## config.mk

```make
export PLATFORM = sky130hd
export DESIGN_NAME = bias_add_scheduler
export DESIGN_NICKNAME = d
export VERILOG_FILES = /design/src/rtl/bias_add_scheduler.sv
export SDC_FILE = /design/constraint.sdc
export NUM_CORES = 1
export LEC_CHECK = 0
export ABC_AREA = 1
export CAP_MARGIN = 30
export CORE_AREA = 4 4 666 668
export CTS_BUF_LIST = sky130_fd_sc_hd__clkbuf_4
export DETAILED_ROUTE_END_ITERATION = 8
export DIE_AREA = 0 0 670 672
export HOLD_SLACK_MARGIN = 0.02
export PLACE_DENSITY_LB_ADDON = 0.12
export SLEW_MARGIN = 20
export SYNTH_ARGS = -nofsm -noshare
export SYNTH_HDL_FRONTEND = slang
export SYNTH_SLANG_ARGS = --single-unit
```

## constraint.sdc

```tcl
create_clock -name clk -period 6.6 [get_ports clk]
set_input_delay 0.66 -clock clk [delete_from_list [all_inputs] [get_ports clk]]
set_output_delay 0.66 -clock clk [all_outputs]
set_load 0.01 [all_outputs]
```

## src/rtl/bias_add_scheduler.sv

```systemverilog
// Per-channel bias addition sequencer: adds the current group's biases lane-wise with signed
// saturation to each accumulator beat, advancing the group every PIXELS_PER_GROUP beats.
module bias_add_scheduler #(
    parameter int unsigned N_adder_tree     = 16,
    parameter int unsigned N_GROUPS         = 4,
    parameter int unsigned PIXELS_PER_GROUP = 49,
    localparam int unsigned GW = (N_GROUPS > 1) ? $clog2(N_GROUPS) : 1,
    localparam int unsigned PW = (PIXELS_PER_GROUP > 1) ? $clog2(PIXELS_PER_GROUP) : 1,
    localparam int unsigned DW = N_adder_tree * 18
) (
    input  logic                            clk,
    input  logic                            rst_n,
    input  logic                            start,
    input  logic [N_GROUPS*N_adder_tree*18-1:0] bias_bus,
    input  logic                            in_valid,
    output logic                            in_ready,
    input  logic [DW-1:0]                   in_data,
    output logic                            out_valid,
    input  logic                            out_ready,
    output logic [DW-1:0]                   out_data,
    output logic [GW-1:0]                   out_group,
    output logic                            busy,
    output logic                            done
);

    typedef enum logic [1:0] {StIdle, StRun, StDrain} state_e;

    state_e          state_q, state_d;
    logic [GW-1:0]   group_q, group_d;
    logic [PW-1:0]   pixel_q, pixel_d;
    logic            out_valid_q, out_valid_d;
    logic [DW-1:0]   out_data_q, out_data_d;
    logic [GW-1:0]   out_group_q, out_group_d;

    logic            out_free;
    logic            accept;
    logic            last_pixel;
    logic            last_group;
    logic [DW-1:0]   biased;
    logic [17:0]     lane_a, lane_b;
    logic [18:0]     lane_sum;

    // Output register may be refilled in the same cycle it is drained.
    assign out_free   = !out_valid_q || out_ready;
    assign in_ready   = (state_q == StRun) && out_free;
    assign accept     = in_valid && in_ready;
    assign last_pixel = (pixel_q == PW'(PIXELS_PER_GROUP - 1));
    assign last_group = (group_q == GW'(N_GROUPS - 1));

    always_comb begin
        biased   = '0;
        lane_a   = '0;
        lane_b   = '0;
        lane_sum = '0;
        for (int l = 0; l < int'(N_adder_tree); l++) begin
            lane_a   = in_data[18*l +: 18];
            lane_b   = bias_bus[18*(int'(group_q)*int'(N_adder_tree) + l) +: 18];
            lane_sum = {lane_a[17], lane_a} + {lane_b[17], lane_b};
            // Top two bits disagree only on overflow; bit 18 gives the true sign.
            if (lane_sum[18] == lane_sum[17]) begin
                biased[18*l +: 18] = lane_sum[17:0];
            end else if (!lane_sum[18]) begin
                biased[18*l +: 18] = 18'h1FFFF;
            end else begin
                biased[18*l +: 18] = 18'h20000;
            end
        end
    end

    always_comb begin
        state_d = state_q;
        group_d = group_q;
        pixel_d = pixel_q;
        done    = 1'b0;
        unique case (state_q)
            StIdle: begin
                if (start) begin
                    state_d = StRun;
                    group_d = '0;
                    pixel_d = '0;
                end
            end
            StRun: begin
                if (accept) begin
                    if (last_pixel) begin
                        pixel_d = '0;
                        if (last_group) begin
                            group_d = '0;
                            state_d = StDrain;
                        end else begin
                            group_d = group_q + 1'b1;
                        end
                    end else begin
                        pixel_d = pixel_q + 1'b1;
                    end
                end
            end
            StDrain: begin
                if (out_free) begin
                    state_d = StIdle;
                    done    = 1'b1;
                end
            end
            default: state_d = StIdle;
        endcase
    end

    always_comb begin
        out_valid_d = out_valid_q;
        out_data_d  = out_data_q;
        out_group_d = out_group_q;
        if (accept) begin
            out_valid_d = 1'b1;
            out_data_d  = biased;
            out_group_d = group_q;
        end else if (out_ready) begin
            out_valid_d = 1'b0;
        end
    end

    always_ff @(posedge clk or negedge rst_n) begin
        if (!rst_n) begin
            state_q     <= StIdle;
            group_q     <= '0;
            pixel_q     <= '0;
            out_valid_q <= 1'b0;
            out_data_q  <= '0;
            out_group_q <= '0;
        end else begin
            state_q     <= state_d;
            group_q     <= group_d;
            pixel_q     <= pixel_d;
            out_valid_q <= out_valid_d;
            out_data_q  <= out_data_d;
            out_group_q <= out_group_d;
        end
    end

    assign out_valid = out_valid_q;
    assign out_data  = out_data_q;
    assign out_group = out_group_q;
    assign busy      = (state_q != StIdle);

endmodule

```

==> results.cfg <==
[status]
outcome = completed

[sta]
slew_violations = 0
worst_pin_slew_ps = 1120
period_share = 0.756
rsz0062_at_grt = false
tns_ps = 0
skew_ps = 139
fmax_mhz = 200
hold_viol_final = 0
slew-limit-headroom = 0.250
fin_crit_ps = 4990
setup_viol = 0

[global_routing]
grt_pass1_wl_mm = 455
grt_max_degree = 180
grt_overflow = 0
antenna_found_initial = 167
grtUsageTotal = 0.147
grt_pass1_vias = 49300

[placed_design]
gp_congestion = 0.891
place_hpwl_mm = 302
numPortBuffers = 1738

[synthesis]
synth_cell_types = 41
yosysTopAreaCell = dfrtp_1
syn_nets = 7587
ys_ff_latch = 301
synth_area_mm2 = 0.0369
ys_warn_count = 0
netlist.area_leader.share = 0.204
yosysSeqAreaShare = 0.204
synth.area.top_cells = dfrtp_1 (20%), nand2_1 (14%), ha_1 (9.9%)
avgSynthCellArea_um2 = 6.32
syn_inst = 5835

[floorplanning]
start_util = 0.0844
fp.dieW_um = 670
die-area_mm2 = 0.450
io_pins = 1739
core_mm2 = 0.437
die_h_um = 672
num_rows = 243

[pwr]
cellPowerDensity_mw_per_mm2 = 475
leakage_nw = 25.7
power_mw = 29.7
vdd_drop_max_mv = 0.189

[job]
maxCapViolations = 0

[routing]
num_vias = 48000
drcViolationCount = 0
drt_iter0_markers = 2546
avgViaCountPerCell = 3.59
dr.pass1.iters = 5
antenna_left = 0
wl_per_cell_um = 25.9
drt-total-wl_mm = 346

[final_layout]
area_growth_pct = 69.5
mostFrequentLayoutCell = clkdlybuf4s50_1
drive_above_1_share = 0.0717
final_cell_mix = clkdlybuf4s50_1 (1737), nand2_1 (1354), nor2_1 (845), o21ai_0 (599), inv_1 (347)
layout.nets = 9233

[clock_network]
clock_latency_ps = 1220
cts_root_buffer = clkbuf_4
post_cts_resize_count = 0
cts_tree = built
clk_pin_slew_worst_paths_ps = 70
cts_max_level = 3
cts-buffers-inserted = 112
clockBufferDepth = 4
clock_sinks = 301

[critical_path]
arrival_ps = 5990
crit_path_start_kind = flip-flop
crit_path_max_fanout = 82
cp.required_ps = 7610
end_kind = flip-flop
critPathKind = flip-flop to flip-flop

[hold_path]
hp-class = primary input to flip-flop
==> report_power, final <==
group | total (mW) | switching [mW] | leakage (nW) | internal [mW]
combinational | 23.7 | 15.3 | 21.6 | 8.41
clock | 2.24 | 1.17 | 0.765 | 1.07
sequential | 3.73 | 0.962 | 3.37 | 2.77
total | 29.7 | 17.5 | 25.7 | 12.2
==> state kept, by name, summed over array words and instances (netlist names) <==
name,cells
group_q,2
pixel_q,6
out_group,2
out_data,288
state_q,2
out_valid,1
==> metrics by stage <==
stage | util | std cells | area (µm²) | setup slack (ps) | hold slack, ps
final | 0.143 | 13400 | 62500 | 1610 | 311
after global routing | 0.143 | 13300 | 62500 | 1050 | 135
after CTS | 0.143 | 13300 | 62400 | 1390 | 30.9
after detailed placement | 0.140 | 13100 | 61000 | 1470 | 482
after global placement | 0.139 | 13100 | 60900 | 1160 | 484
after floorplan | - | 5835 | 36900 | 3470 | 364
==> layout make-up <==
type	count	area [µm²]
repair buffers	1805	18200
clock inverters	41	196
multi-input cells	4910	26900
flip-flops and latches	301	7540
inverters	351	1340
diodes	42	105
well taps	5757	7200
fillers	50600	375000
clock buffers	148	1110
==> logic make-up (layout without fill, tap and decap cells) <==
logic type	count (synthesis)	after routing	share of synthesized area
AND/OR/NAND/NOR	2881	2881	0.330
other	0	42	0
adder cells (fa/ha/maj)	307	307	0.107
AO/OA/AOI/OAI	1517	1517	0.242
flip-flops	301	301	0.204
buffers and inverters	624	2345	0.0681
XOR/XNOR	205	205	0.0487
==> worst max-delay path, cell delays in order (launching register included) <==
cell and delay, ps:
dfrtp_4 730, inv_8 390, buf_16 300, buf_4 420, o21ai_0 150, o22ai_1 580
ha_1 420, nand2_1 160, o21ai_1 100, a21oi_1 270, nand2_1 120, nand2_1 90
nand2_1 100, a21oi_2 620, a21boi_0 180
==> final timing paths <==
check	start	end	slack [ps]	cells past startpoint
worst min register to register	out_data[126]$_DFFE_PN0P_	out_data[126]$_DFFE_PN0P_	490	2
max in group asynchronous	rst_n	out_group[1]$_DFFE_PN0P_	4630	5
min in group asynchronous	rst_n	out_data[113]$_DFFE_PN0P_	700	4
worst min-delay path	in_data[108]	out_data[108]$_DFFE_PN0P_	310	4
worst max-delay path	group_q[1]$_DFFE_PN0P_	out_data[20]$_DFFE_PN0P_	1610	14
worst max register to register	group_q[1]$_DFFE_PN0P_	out_data[20]$_DFFE_PN0P_	1610	14
==> timing repair <==
action	4_1_cts	5_1_grt
endpoints found under the hold margin	268	0
hold buffers	6	0
buffers inserted	0	0
==> synth_stat cells (all sizes together) <==
master and instances:
a21boi 249, a21o 13, a21oi 272, a31oi 30, and2 15, buf 65, clkbuf 208, dfrtp 301
fa 16, ha 291, inv 351, nand2 1390, nand3 282, nand3b 18, nand4 28, nor2 852
nor3 33, nor3b 1, nor4 10, o211ai 1, o21a 3, o21ai 632, o21bai 28, o22ai 289
or2 252, xnor2 60, xor2 145
==> routing by layer <==
layer,wire [µm],vias to the layer above,global-route usage
met3,18600,433,0.0315
met2,180000,1541,0.275
li1,-,23000,-
met5,360,-,0
met4,7070,52,0.0253
met1,140000,23000,0.171
(Power assumes the default switching activity.)
